[config.mk]
export PLATFORM = sky130hd
export DESIGN_NAME = vga_timing_gen
export DESIGN_NICKNAME = d
export VERILOG_FILES = /design/src/rtl/vga_pkg.sv /design/src/rtl/vga_axis_counter.sv /design/src/rtl/vga_timing_gen.sv
export SDC_FILE = /design/constraint.sdc
export NUM_CORES = 1
export LEC_CHECK = 0
export ABC_AREA = 1
export ABC_CLOCK_PERIOD_IN_PS = 2000
export BUFFER_PORTS_ARGS = -buffer_cell sky130_fd_sc_hd__buf_2
export CORE_ASPECT_RATIO = 0.75
export CORE_MARGIN = 2
export CORE_UTILIZATION = 52
export DETAILED_ROUTE_END_ITERATION = 6
export GPL_TIMING_DRIVEN = 0
export MAX_ROUTING_LAYER = met4
export PLACE_DENSITY = 0.74
export SLEW_MARGIN = 20
export SYNTH_ARGS = -nofsm -noshare
export SYNTH_HDL_FRONTEND = slang
export SYNTH_SLANG_ARGS = --single-unit
[constraint.sdc]
create_clock -name clk -period 2 [get_ports clk]
set_clock_uncertainty 0.15 [all_clocks]
set_input_delay 0.3 -clock clk [delete_from_list [all_inputs] [get_ports clk]]
set_output_delay 0.3 -clock clk [all_outputs]
set_load 0.005 [all_outputs]
[src/rtl/vga_pkg.sv]
// Shared VGA timing definitions: per-axis timing sets for the standard modes,
// sync polarity constants and the helper that sums an axis into its total.
package vga_pkg;

    // One axis (horizontal in pixels or vertical in lines) of a video mode.
    typedef struct packed {
        int unsigned visible;
        int unsigned front;
        int unsigned sync;
        int unsigned back;
    } axis_timing_t;

    localparam logic SYNC_ACTIVE_LOW  = 1'b0;
    localparam logic SYNC_ACTIVE_HIGH = 1'b1;

    // 640x480@60: both syncs active low.
    localparam axis_timing_t H_640X480  = '{visible: 640,  front: 16, sync: 96,  back: 48};
    localparam axis_timing_t V_640X480  = '{visible: 480,  front: 10, sync: 2,   back: 33};
    // 800x600@60: both syncs active high.
    localparam axis_timing_t H_800X600  = '{visible: 800,  front: 40, sync: 128, back: 88};
    localparam axis_timing_t V_800X600  = '{visible: 600,  front: 1,  sync: 4,   back: 23};
    // 1024x768@60: both syncs active low.
    localparam axis_timing_t H_1024X768 = '{visible: 1024, front: 24, sync: 136, back: 160};
    localparam axis_timing_t V_1024X768 = '{visible: 768,  front: 3,  sync: 6,   back: 29};

    // Full period of one axis: visible + front porch + sync + back porch.
    function automatic int unsigned axis_total(input int unsigned visible,
                                               input int unsigned front,
                                               input int unsigned sync,
                                               input int unsigned back);
        return visible + front + sync + back;
    endfunction

endpackage

[src/rtl/vga_axis_counter.sv]
// One timing axis: a wrapping position counter with decoded wrap, visible and
// sync flags. Used once for pixels within a line and once for lines in a frame.
module vga_axis_counter
    import vga_pkg::*;
#(
    parameter int unsigned VISIBLE  = 640,
    parameter int unsigned FRONT    = 16,
    parameter int unsigned SYNC     = 96,
    parameter int unsigned BACK     = 48,
    parameter logic        SYNC_POL = SYNC_ACTIVE_LOW,
    parameter int unsigned CNT_W    = 10
) (
    input  logic             clk,
    input  logic             rst,
    input  logic             clr,
    input  logic             step,
    output logic [CNT_W-1:0] count,
    output logic             wrap,
    output logic             visible,
    output logic             sync
);

    localparam int unsigned TOTAL = axis_total(VISIBLE, FRONT, SYNC, BACK);

    // Decode bounds one bit wider than the count so a total of exactly
    // 2^CNT_W still compares correctly.
    localparam logic [CNT_W:0] LAST       = (CNT_W+1)'(TOTAL - 1);
    localparam logic [CNT_W:0] VIS_END    = (CNT_W+1)'(VISIBLE);
    localparam logic [CNT_W:0] SYNC_FIRST = (CNT_W+1)'(VISIBLE + FRONT);
    localparam logic [CNT_W:0] SYNC_LAST  = (CNT_W+1)'(VISIBLE + FRONT + SYNC - 1);

    logic [CNT_W:0] cnt_ext;

    assign cnt_ext = {1'b0, count};

    // Position register: restart on clr, otherwise advance on step and wrap at the end.
    always_ff @(posedge clk or posedge rst) begin
        // NOTE: non-blocking assignments for all clocked state, so every register
        // samples pre-edge values regardless of block evaluation order.
        if (rst) begin
            count <= '0;
        end else if (clr) begin
            count <= '0;
        end else if (step) begin
            count <= wrap ? '0 : count + 1'b1;
        end
    end

    // Decode the current position into wrap, visible-area and sync flags.
    always_comb begin
        // NOTE: every output gets a default first so no path leaves one
        // unassigned, which would otherwise infer a latch.
        wrap    = 1'b0;
        visible = 1'b0;
        sync    = ~SYNC_POL;
        if (cnt_ext == LAST) begin
            wrap = 1'b1;
        end
        if (cnt_ext < VIS_END) begin
            visible = 1'b1;
        end
        if ((cnt_ext >= SYNC_FIRST) && (cnt_ext <= SYNC_LAST)) begin
            sync = SYNC_POL;
        end
    end

endmodule

[src/rtl/vga_timing_gen.sv]
// Parametrised VGA timing generator: pixel-clock divider, horizontal and
// vertical axis counters, frame counter and a registered, mutually aligned
// output stage that idles while en is low.
module vga_timing_gen
    import vga_pkg::*;
#(
    parameter int unsigned H_VISIBLE  = H_640X480.visible,
    parameter int unsigned H_FRONT    = H_640X480.front,
    parameter int unsigned H_SYNC     = H_640X480.sync,
    parameter int unsigned H_BACK     = H_640X480.back,
    parameter int unsigned V_VISIBLE  = V_640X480.visible,
    parameter int unsigned V_FRONT    = V_640X480.front,
    parameter int unsigned V_SYNC     = V_640X480.sync,
    parameter int unsigned V_BACK     = V_640X480.back,
    parameter logic        H_SYNC_POL = SYNC_ACTIVE_LOW,
    parameter logic        V_SYNC_POL = SYNC_ACTIVE_LOW,
    parameter int unsigned CLK_DIV    = 1,
    parameter int unsigned CNT_W      = 10,
    parameter int unsigned FCNT_W     = 8
) (
    input  logic              clk,
    input  logic              rst,
    input  logic              en,
    output logic              pix_tick,
    output logic              hsync,
    output logic              vsync,
    output logic              display,
    output logic [CNT_W-1:0]  pixel_x,
    output logic [CNT_W-1:0]  pixel_y,
    output logic              line_start,
    output logic              frame_start,
    output logic [FCNT_W-1:0] frame_cnt
);

    localparam int unsigned H_TOTAL   = axis_total(H_VISIBLE, H_FRONT, H_SYNC, H_BACK);
    localparam int unsigned V_TOTAL   = axis_total(V_VISIBLE, V_FRONT, V_SYNC, V_BACK);
    localparam int unsigned MAX_TOTAL = (H_TOTAL > V_TOTAL) ? H_TOTAL : V_TOTAL;
    localparam int unsigned DIV_W     = (CLK_DIV > 1) ? $clog2(CLK_DIV) : 1;
    localparam logic [DIV_W-1:0] DIV_LAST = DIV_W'(CLK_DIV - 1);

    if ((64'd1 << CNT_W) < 64'(MAX_TOTAL)) begin : g_cnt_w_check
        $error("vga_timing_gen: CNT_W too narrow for the line/frame total");
    end
    if (CLK_DIV < 1) begin : g_clk_div_check
        $error("vga_timing_gen: CLK_DIV must be at least 1");
    end

    logic [DIV_W-1:0]  div_cnt;
    logic              tick;
    logic              period_first;
    logic [CNT_W-1:0]  h_cnt;
    logic [CNT_W-1:0]  v_cnt;
    logic              h_wrap, h_vis, h_sync;
    logic              v_wrap, v_vis, v_sync;
    logic              frame_wrap;
    logic [FCNT_W-1:0] frame_acc;

    assign tick         = (div_cnt == DIV_LAST);
    assign period_first = (div_cnt == '0);
    assign frame_wrap   = en && tick && h_wrap && v_wrap;

    // Pixel-clock divider: counts clk cycles within one pixel period.
    always_ff @(posedge clk or posedge rst) begin
        if (rst) begin
            div_cnt <= '0;
        end else if (!en || tick) begin
            div_cnt <= '0;
        end else begin
            div_cnt <= div_cnt + 1'b1;
        end
    end

    vga_axis_counter #(
        .VISIBLE  (H_VISIBLE),
        .FRONT    (H_FRONT),
        .SYNC     (H_SYNC),
        .BACK     (H_BACK),
        .SYNC_POL (H_SYNC_POL),
        .CNT_W    (CNT_W)
    ) u_h_axis (
        .clk     (clk),
        .rst     (rst),
        .clr     (!en),
        .step    (en && tick),
        .count   (h_cnt),
        .wrap    (h_wrap),
        .visible (h_vis),
        .sync    (h_sync)
    );

    vga_axis_counter #(
        .VISIBLE  (V_VISIBLE),
        .FRONT    (V_FRONT),
        .SYNC     (V_SYNC),
        .BACK     (V_BACK),
        .SYNC_POL (V_SYNC_POL),
        .CNT_W    (CNT_W)
    ) u_v_axis (
        .clk     (clk),
        .rst     (rst),
        .clr     (!en),
        .step    (en && tick && h_wrap),
        .count   (v_cnt),
        .wrap    (v_wrap),
        .visible (v_vis),
        .sync    (v_sync)
    );

    // Completed-frame counter: bumps on the last clk of the last pixel of a frame.
    always_ff @(posedge clk or posedge rst) begin
        if (rst) begin
            frame_acc <= '0;
        end else if (frame_wrap) begin
            frame_acc <= frame_acc + 1'b1;
        end
    end

    // Output stage: one-clk-late snapshot of the timing state, idle while en is low.
    always_ff @(posedge clk or posedge rst) begin
        if (rst) begin
            pix_tick    <= 1'b0;
            hsync       <= ~H_SYNC_POL;
            vsync       <= ~V_SYNC_POL;
            display     <= 1'b0;
            pixel_x     <= '0;
            pixel_y     <= '0;
            line_start  <= 1'b0;
            frame_start <= 1'b0;
            frame_cnt   <= '0;
        end else begin
            // Registered from frame_acc so the new count appears with frame_start.
            frame_cnt <= frame_acc;
            if (en) begin
                pix_tick    <= period_first;
                hsync       <= h_sync;
                vsync       <= v_sync;
                display     <= h_vis && v_vis;
                pixel_x     <= h_cnt;
                pixel_y     <= v_cnt;
                line_start  <= period_first && (h_cnt == '0);
                frame_start <= period_first && (h_cnt == '0) && (v_cnt == '0);
            end else begin
                pix_tick    <= 1'b0;
                hsync       <= ~H_SYNC_POL;
                vsync       <= ~V_SYNC_POL;
                display     <= 1'b0;
                pixel_x     <= '0;
                pixel_y     <= '0;
                line_start  <= 1'b0;
                frame_start <= 1'b0;
            end
        end
    end

endmodule

==> results by group <==
Drt
  • Initial drt markers: 238
  • Via density: 4.82
  • Length of the first detailed-routing pass in iterations: 4
  • Routed wire length per instance: 11.8 um
  • Total number of vias: 2452
  • Overall routed net length: between 6000 and 7000 um
  • Number of remaining DRC errors: 0
  • Detail Route Antenna Nets: 0

Global routing
  • Overflow after GRT: 0
  • Global-route wire length before repair: 10200 um
  • Antenna violations before repair: 0
  • Overall fraction of global-route tracks in use: 0.210
  • Maximum number of pins on one net before global-route repair: 34
  • Via count of the first global-routing pass: between 2000 and 2500

Power
  • Combinational power share: 0.034
  • Power per cell area: 698 nW/um^2
  • Clock group share of total power: 0.452
  • Part of the power in registers: 0.513
  • Switching part of the total power: 0.212
  • Worst vdd rail ir drop: 0.000429 V
  • Internal power of the cells: slightly below 2 mW
  • Leakage: 2.10 nW
  • Total net switching power: ~0.53 mW

Floorplanning
  • Total Die Area: 6590 um^2
  • Die Height: 70.8 um
  • Starting utilization of the core area: 0.537
  • Placeable Area: 5770 um^2
  • FP Rows: 24
  • Number of ports placed on the die boundary: 37
  • DIE WIDTH: 93.1 um

Yosys
  • Top-count cell post-synth: sky130_fd_sc_hd__nand2_1
  • Cell type with the highest aggregate area in the netlist: sky130_fd_sc_hd__dfrtp_1
  • Post-synth EDFFs: 0
  • Seq cells post-synth: 63
  • Number of warnings reported in the yosys synthesis log: 0
  • Number of distinct library cell variants in the gate-level netlist after synthesis: 32
  • Share of the synthesized area in the top cell type: 0.493
  • Post-synthesis instance area: 3090 um^2
  • Largest cells by area after synthesis: sky130_fd_sc_hd__dfrtp_1 49%, sky130_fd_sc_hd__nand2_1 15%, sky130_fd_sc_hd__inv_1 7.0%
  • Post-Syn Nets: roughly 390
  • Post-synthesis average cell area: slightly above 8 um^2
  • Number of standard cells after synthesis: 378
  • Top cells by count, synth: 122 x sky130_fd_sc_hd__nand2_1, 61 x sky130_fd_sc_hd__dfrtp_1, 58 x sky130_fd_sc_hd__inv_1, 35 x sky130_fd_sc_hd__nand3_1, 25 x sky130_fd_sc_hd__nor2_1
  • Flip-flop cell with the highest count after synthesis: sky130_fd_sc_hd__dfrtp_1
  • Sequential cell area fraction in the yosys report: 0.510
  • Fraction of synthesis flops using an asynchronous set or reset pin: 1.00

STA
  • Slew at the pin with the worst max-slew slack: 0.644 ns
  • Final setup TNS: 0 ns
  • Final critical delay including setup and external delays: 1.76 ns
  • Top achievable clock speed: about 570 MHz
  • Count of pins over their slew limit: 0
  • Worst Slack Setup Final: between 0.2 and 0.25 ns
  • RSZ-0062 raised after global routing: no
  • Count of endpoints failing setup in the final report: 0
  • Final period util: 0.879
  • Final hold violations: 0
  • Max-slew headroom at the worst pin: 0.570

Critical path
  • Worst Path Arrival: 1.85 ns
  • Register-to-register setup slack: between 0.2 and 0.25 ns
  • Crit Path Category: reg -> reg
  • Sort of element at the start of the critical path: flop
  • Top fanout value on the critical path: 6
  • Start point of the critical path: u_v_axis.count[1]
  • Required time worst endpoint: 2.09 ns
  • Launch instance of the worst register-to-register path: u_v_axis.count[1]
  • Kind of end point of the critical path: flop

Final layout
  • Ratio of cells with drive above 1 in the final layout: 0.193
  • Area overhead of the layout relative to synthesis: 16.7%
  • Post-layout instance area: 3610 um^2
  • Final antenna diode count: 0
  • Non-filler instance count after layout: approximately 500
  • Total Nets Final: around 430
  • Count of fill cells added during filler insertion: between 500 and 600

Placement
  • Global placer's final weighted congestion: 0.932
  • Cell count after placement: approximately 500
  • Count of port buffers added during placement: 35
  • Area post-placement: 3390 um^2
  • Pre-CTS setup slack: 0.258 ns
  • Placed wire-length estimate after detailed placement: approximately 4400 um

Min path
  • Worst hold path startpoint: en
  • Hold crit path type: in -> reg

Clock network
  • Number of buffers added by the clock tree synthesis step: 9
  • Sink count of the clock tree: 63
  • Maximum buffer depth of the clock tree: 2
  • Latest clock arrival within the worst-skew pair: ~0.35 ns
  • Number of gates resized after cts: 0
  • CTS tree: done
  • CTS Hold Bufs: 1
  • Clk slew on worst S/H paths: 0.07 ns
  • Htree depth: 3
  • Library cell used as clock root buffer: sky130_fd_sc_hd__clkbuf_8
  • Number of buffers inserted to repair setup after CTS: 0

Status
  • Result of the run: complete, no violations

Job
  • Number of violations of the max-capacitance limit: 0
[worst max-delay path: stages, from the launching register on]
cell                      delay, ns
sky130_fd_sc_hd__dfrtp_1       0.45
sky130_fd_sc_hd__inv_1         0.10
sky130_fd_sc_hd__ha_1          0.18
sky130_fd_sc_hd__inv_1         0.05
sky130_fd_sc_hd__nor2_1        0.12
sky130_fd_sc_hd__nand3_1       0.12
sky130_fd_sc_hd__nor2_1        0.25
sky130_fd_sc_hd__nand2_1       0.12
sky130_fd_sc_hd__nand2_1       0.07
sky130_fd_sc_hd__nand2_1       0.05
[cell type report]
class | instances | area [um^2] | area share
Sequential cell | 63 | 1580 | 0.437
Multi-Input combinational cell | 242 | 1210 | 0.336
Inverter | 63 | 240 | 0.0666
Timing Repair Buffer | 37 | 205 | 0.0568
Clock buffer | 13 | 169 | 0.0468
Tap cell | 78 | 97.6 | 0.0270
Buffer | 10 | 67.6 | 0.0187
Clock inverter | 3 | 40.0 | 0.0111
[logic make-up (layout without fill, tap and decap cells)]
family | Yosys count | after routing | share of synthesized area
other | 1 | 1 | 0.00121
buffers and inverters | 73 | 126 | 0.0983
adders and majority gates | 5 | 5 | 0.0202
xor gates and xnor gates | 8 | 8 | 0.0226
and+or+nand+nor | 209 | 209 | 0.309
DFF | 63 | 63 | 0.510
AOI/OAI and AO/OA | 19 | 19 | 0.0388
[through the flow]
step / total power [mW] / hold WS, ns / utilization
after CTS: 2.55 / 0.110 / 0.626
after global placement: 1.40 / 0.235 / 0.585
final: 2.52 / 0.114 / 0.626
after detailed placement: 1.40 / 0.249 / 0.588
after global routing: 2.62 / 0.123 / 0.626
after floorplan: 1.37 / 0.224 / -
[cells in the final DEF, fill, tap and decap left out, drive strengths merged]
cell / synthesis / layout
nand2: 124 / 124
inv: 63 / 62
dfrtp: 61 / 61
buf: 8 / 44
nand3: 36 / 36
nor2: 36 / 36
clkbuf: 2 / 15
nand4: 10 / 10
o21ai: 7 / 7
o21bai: 6 / 6
xor2: 5 / 5
ha: 5 / 5
xnor2: 3 / 3
nor3: 2 / 2
a21oi: 2 / 2
clkinv: 0 / 2
dfstp: 2 / 2
nor4: 1 / 1
o2111ai: 1 / 1
o211ai: 1 / 1
clkinvlp: 0 / 1
o22ai: 1 / 1
a22oi: 1 / 1
bufinv: 0 / 1
conb: 1 / 1
dlygate4sd3: 0 / 1
[power groups by stage]
stage                     registers [mW]  clock network, mW  logic [mW]
after floorplan                     1.32                  0      0.0544
after global placement              1.32                  0      0.0811
after detailed placement            1.32                  0      0.0883
after CTS                           1.29               1.17      0.0899
after global routing                1.29               1.23       0.100
final                               1.29               1.14      0.0862
[sequential cells by signal, indices dropped and copies added, names as in the netlist, 8 cells and up]
name and cells:
pixel_x 10, u_v_axis.count 10, u_h_axis.count 10, pixel_y 10, frame_cnt 8, frame_acc 8
[routing by layer]
| metal | track usage | routed length, um | up-vias |
|---|---|---|---|
| met4 | 0.0686 | 94 | 0 |
| li1 | - | - | 1257 |
| met3 | 0.0714 | 383 | 8 |
| met2 | 0.284 | 2640 | 66 |
| met1 | 0.297 | 2890 | 1121 |
| met5 | - | 0 | - |
[worst paths after layout]
check,endpoint,cells past startpoint
max,frame_acc[0],9
min,pixel_x[4],3
max reg2reg,frame_acc[0],9
min reg2reg,frame_cnt[7],0
max in group asynchronous,hsync,4
min in group asynchronous,pixel_x[9],3
Note: power is estimated with default switching activity, not from simulation.
